## src/rtl/fetch_stage.sv

```systemverilog
// fetch_stage: instruction fetch stage that feeds the fetch-to-decode bus.
//
// The stage holds the PC and keeps at most one instruction-memory read in
// flight. Each returned word is paired with its PC and sent to decode as a
// one-cycle pulse, but only while the bus is free. If the bus is busy, the
// word is parked in hold registers until the bus frees up. A redirect from
// execute replaces the PC and squashes any wrong-path fetch. That squashed
// fetch can be a response arriving now, a parked word, or a request still
// in flight.
//
// Ports:
//   clk, reset        clock; asynchronous active-high reset
//   mem_req_*         read request (valid/ready handshake, address = pc)
//   mem_resp_*        read response (one per accepted request)
//   redirect_*        one-cycle PC redirect from execute
//   dec_busy          the bus still holds an unconsumed packet
//   dec_send          one-cycle send pulse carrying dec_pkt_pc/dec_pkt_insn
//   fetch_count       packets sent so far (wraps)
module fetch_stage #(
    parameter int unsigned         ADDR_W   = 32,
    parameter int unsigned         INSN_W   = 32,
    parameter logic [ADDR_W-1:0]   RESET_PC = '0,
    parameter logic [ADDR_W-1:0]   PC_STEP  = ADDR_W'(4)
) (
    input  logic              clk,
    input  logic              reset,
    output logic              mem_req_valid,
    output logic [ADDR_W-1:0] mem_req_addr,
    input  logic              mem_req_ready,
    input  logic              mem_resp_valid,
    input  logic [INSN_W-1:0] mem_resp_data,
    input  logic              redirect_valid,
    input  logic [ADDR_W-1:0] redirect_pc,
    input  logic              dec_busy,
    output logic              dec_send,
    output logic [ADDR_W-1:0] dec_pkt_pc,
    output logic [INSN_W-1:0] dec_pkt_insn,
    output logic [31:0]       fetch_count
);

    typedef enum logic [1:0] {
        S_FETCH,
        S_WAIT,
        S_HOLD,
        S_DRAIN
    } state_t;

    state_t              state_q;
    logic [ADDR_W-1:0]   pc_q;
    logic [ADDR_W-1:0]   pc_d;
    logic [ADDR_W-1:0]   hold_pc_q;
    logic [INSN_W-1:0]   hold_insn_q;
    logic [31:0]         fetch_count_q;
    logic                send_direct;
    logic                send_hold;

    // A redirect this cycle suppresses any send, because the packet would be
    // from the wrong path.
    always_comb begin
        send_direct  = (state_q == S_WAIT) && mem_resp_valid && !dec_busy && !redirect_valid;
        send_hold    = (state_q == S_HOLD) && !dec_busy && !redirect_valid;
        dec_send     = send_direct || send_hold;
        dec_pkt_pc   = '0;
        dec_pkt_insn = '0;
        if (send_direct) begin
            dec_pkt_pc   = pc_q;
            dec_pkt_insn = mem_resp_data;
        end else if (send_hold) begin
            dec_pkt_pc   = hold_pc_q;
            dec_pkt_insn = hold_insn_q;
        end
        pc_d = pc_q + PC_STEP;
    end

    // During reset the state already reads FETCH. The request is gated here
    // so that nothing is issued before reset is released.
    assign mem_req_valid = (state_q == S_FETCH) && !reset;
    assign mem_req_addr  = pc_q;
    assign fetch_count   = fetch_count_q;

    always_ff @(posedge clk or posedge reset) begin
        if (reset) begin
            state_q       <= S_FETCH;
            pc_q          <= RESET_PC;
            hold_pc_q     <= '0;
            hold_insn_q   <= '0;
            fetch_count_q <= '0;
        end else begin
            if (dec_send) begin
                fetch_count_q <= fetch_count_q + 32'd1;
            end
            if (redirect_valid) begin
                pc_q <= redirect_pc;
                unique case (state_q)
                    // A request accepted this same cycle is still in flight,
                    // so its response must be drained.
                    S_FETCH: if (mem_req_ready) state_q <= S_DRAIN;
                    S_WAIT:  state_q <= mem_resp_valid ? S_FETCH : S_DRAIN;
                    S_HOLD:  state_q <= S_FETCH;
                    S_DRAIN: state_q <= S_DRAIN;
                    default: state_q <= S_FETCH;
                endcase
            end else begin
                unique case (state_q)
                    S_FETCH: begin
                        if (mem_req_ready) state_q <= S_WAIT;
                    end
                    S_WAIT: begin
                        if (mem_resp_valid) begin
                            if (!dec_busy) begin
                                pc_q    <= pc_d;
                                state_q <= S_FETCH;
                            end else begin
                                hold_pc_q   <= pc_q;
                                hold_insn_q <= mem_resp_data;
                                state_q     <= S_HOLD;
                            end
                        end
                    end
                    S_HOLD: begin
                        if (!dec_busy) begin
                            pc_q    <= pc_d;
                            state_q <= S_FETCH;
                        end
                    end
                    S_DRAIN: begin
                        if (mem_resp_valid) state_q <= S_FETCH;
                    end
                    default: state_q <= S_FETCH;
                endcase
            end
        end
    end

`ifndef SYNTHESIS
    // A response with no request outstanding is ignored by the logic above.
    // It still indicates a broken memory model.
    resp_protocol_chk: assert property (
        @(posedge clk) disable iff (reset)
        mem_resp_valid |-> (state_q == S_WAIT || state_q == S_DRAIN)
    ) else $error("mem_resp_valid with no outstanding request");
`endif

endmodule

```

## config.mk

```make
export PLATFORM = sky130hd
export DESIGN_NAME = fetch_stage
export DESIGN_NICKNAME = d
export VERILOG_FILES = /design/src/rtl/fetch_stage.sv
export SDC_FILE = /design/constraint.sdc
export NUM_CORES = 1
export LEC_CHECK = 0
export ABC_AREA = 1
export CORE_MARGIN = 2
export CORE_UTILIZATION = 49
export CTS_CLUSTER_DIAMETER = 60
export DETAILED_ROUTE_END_ITERATION = 10
export PLACE_DENSITY = 0.88
export SETUP_SLACK_MARGIN = 0.5
export SYNTH_ARGS = -nofsm -noshare
export SYNTH_HDL_FRONTEND = slang
export SYNTH_SLANG_ARGS = --single-unit
```

## constraint.sdc

```tcl
create_clock -name clk -period 4.6 [get_ports clk]
set_input_delay 0.46 -clock clk [delete_from_list [all_inputs] [get_ports clk]]
set_output_delay 0.46 -clock clk [all_outputs]
set_load 0.005 [all_outputs]
```

==> reports/metrics.yaml <==
setup_path:
  critical_path_arrival_ns: 2.97
  cp-end-kind: "output port"
  start_kind: "input port"
  crit_fanout: 29
  required_ns: 4.14
  critPathKind: "in2out"
yosys:
  synth_mux_area_frac: 0
  syn_area_per_cell_sq_um: 7.047
  yosys_warnings: 0
  synth_top_family_by_area: "simple AND/OR/NAND/NOR gates"
  synthAdderAreaFrac: 0.003344
  ys_top_cells_by_count: "nand2_1, inv_1, dfrtp_1, nor2_1, o21ai_0"
  yosysTopAreaCell: "dfrtp_1"
  synth_compound_area_frac: 0.1304
  synth_edf_count: 0
  ys_seq_area_frac: 0.4347
  synthFlopType: "dfrtp_1"
  synth_cells: 1062
  ys_types: 34
  synth_xor_area_frac: 0.01756
  synth_most_common_cell: "nand2_1"
  synthesis.nets: 1134
  synth_top_area_frac: 0.4347
  synth_seq_cells: 130
  synthArstFlopShare: 1.000
  synthSimpleGateAreaFrac: 0.2946
  synth.cell_area_sq_um: 7483
  yosys-top-cells-area: "dfrtp_1, nand2_1, inv_1, o21ai_0, o22ai_1"
finish:
  multi_input_area_sq_um: 3346
  fill_cells: 1230
  final-seq-area_sq_um: 3253
  final_nets: 1316
  layout-drive-gt1-share: 0.05489
  syn_to_final_growth_pct: 35.63
  antenna_cells: 0
timing:
  max_freq_ghz: 0.2916
  finalHoldViolCount: 0
  min_period_over_period: 0.7454
  rsz0062_at_grt: "no"
  tightest_slew_ns: 1.120
  final.min_clock_period_ns: 3.429
  setup_violations: 0
  fin_setup_tns_ns: 0
  skew_ns: 0.006442
  slew_headroom: 0.2522
  timing.final.ws_setup_ns: 1.171
  slew_violations: 0
cts:
  cts_setup_buffers: 0
  cts_sinks: 130
  ctsHtreeMaxLevel: 4
  clockRootBuffer: "clkbuf_16"
  postCtsHoldBufs: 0
  clk_pin_slew_ns: 0.05
  cts_tree: "built"
  clk_latency_ns: 0.42
  cts_buffer_depth: 2
  cts-resized-gates: 0
  cts_made_buffers: 17
drt:
  viasPerCell: 5.228
  wl_per_cell_um: 15.08
  dr.pass1.iters: 6
  routed_wl_um: 21790
  drtIter0Drc: 520
  drc_errors: 0
  vias: 7554
  drtAntennaViolNets: 0
pwr:
  power_mw: 4.667
  ir_worst_vdd_uv: 285.3
  p_leak_nw: 4.603
  powerDensity_nw_per_um2: 459.8
place:
  dpl.hpwl_um: 15430
  portBuffers: 199
  gp_congestion: 0.8654
  dp_slack_ns: 1.207
grt:
  grt_start_max_net_pins: 129
  grt_overflow: 0
  grt_pass1_vias: 7165
  antenna_found_initial: 0
  grt_use_total: 0.2691
  grt_pass1_wl_um: 34920
floorplan:
  rows: 45
  die_area_sq_um: 16280
  die-width_um: 127.6
  io_pins: 200
  die_h_um: 127.6
  start_util: 0.4959
  core_area_sq_um: 15090
hold_path:
  hold_class: "reg2reg"
outcome:
  status: "completed"
flow_run:
  cap_viol_max_count: 0
layer usage:
layer | vias up | track usage | share of wire
li1 | 3698 | - | -
met4 | 0 | 0.09825 | 0.026
met3 | 51 | 0.07161 | 0.087
met2 | 328 | 0.4593 | 0.47
met5 | - | 0 | 0
met1 | 3477 | 0.3284 | 0.41
power by group:
| part | internal [mW] | switching [mW] |
|---|---|---|
| Sequential | 1.54 | 0.273 |
| Combinational | 0.661 | 0.799 |
| Clock | 0.881 | 0.511 |
stage by stage:
stage	area, sq um	util	cells	hold slack (ns)
after floorplan	7483	-	1062	0.4758
after global placement	9537	0.6320	1413	0.4901
after detailed placement	9537	0.6320	1413	0.4929
after CTS	10150	0.6726	1445	0.5059
after global routing	10150	0.6726	1445	0.5196
final	10150	0.6726	1445	0.5036
worst max-delay path: stages:
cell	delay, ns
clkdlybuf4s50_1	0.47
nor2_4	0.17
nand3_2	0.61
buf_4	0.49
o22ai_1	0.21
clkdlybuf4s50_1	0.55
cells by family (layout without fill, tap and decap cells):
| logic type | count (synthesis) | count (layout) |
|---|---|---|
| adder cells (fa/ha/maj) | 2 | 2 |
| AND/OR/NAND/NOR | 523 | 523 |
| AO/OA/AOI/OAI | 174 | 174 |
| buffers and inverters | 218 | 413 |
| XOR/XNOR | 15 | 15 |
| flip-flops | 130 | 130 |
placed cells by master, fill, tap and decap left out, drive strengths merged:
cell type,n
a41oi,1
clkinvlp,4
and2,2
nand3,51
nand4,5
clkbuf,20
o21ai,88
clkinv,4
a31oi,2
xor2,9
a21o,1
dfrtp,130
a21oi,11
ha,2
o211ai,4
buf,9
o22ai,65
xnor2,6
o21bai,2
nor2,99
inv,175
nor4,1
nand2,345
bufinv,3
nor3,11
clkdlybuf4s50,198
nand3b,9
state kept, by name (all words and copies together) (netlist names):
register / count
fetch_count: 32
hold_pc_q: 32
state_q: 2
hold_insn_q: 32
mem_req_addr: 32
cell type report:
cell class / count / area share
Inverter: 174 / 0.06460
Sequential cell: 130 / 0.3205
Clock inverter: 12 / 0.01541
Clock buffer: 20 / 0.04500
Timing Repair Buffer: 207 / 0.2017
Tap cell: 188 / 0.02318
Multi-Input combinational cell: 714 / 0.3296
final timing paths:
check	start	endpoint	slack (ns)	cells past startpoint
worst max register to register	state_q[1]	fetch_count[17]	2.30	10
worst min-delay path	fetch_count[31]	fetch_count[31]	0.50	2
max in group asynchronous	reset	fetch_count[23]	3.09	3
worst min register to register	fetch_count[31]	fetch_count[31]	0.50	2
min in group asynchronous	reset	hold_pc_q[3]	0.54	2
worst max-delay path	dec_busy	dec_pkt_pc[11]	1.17	6
Note: power is estimated with default switching activity, not from simulation.
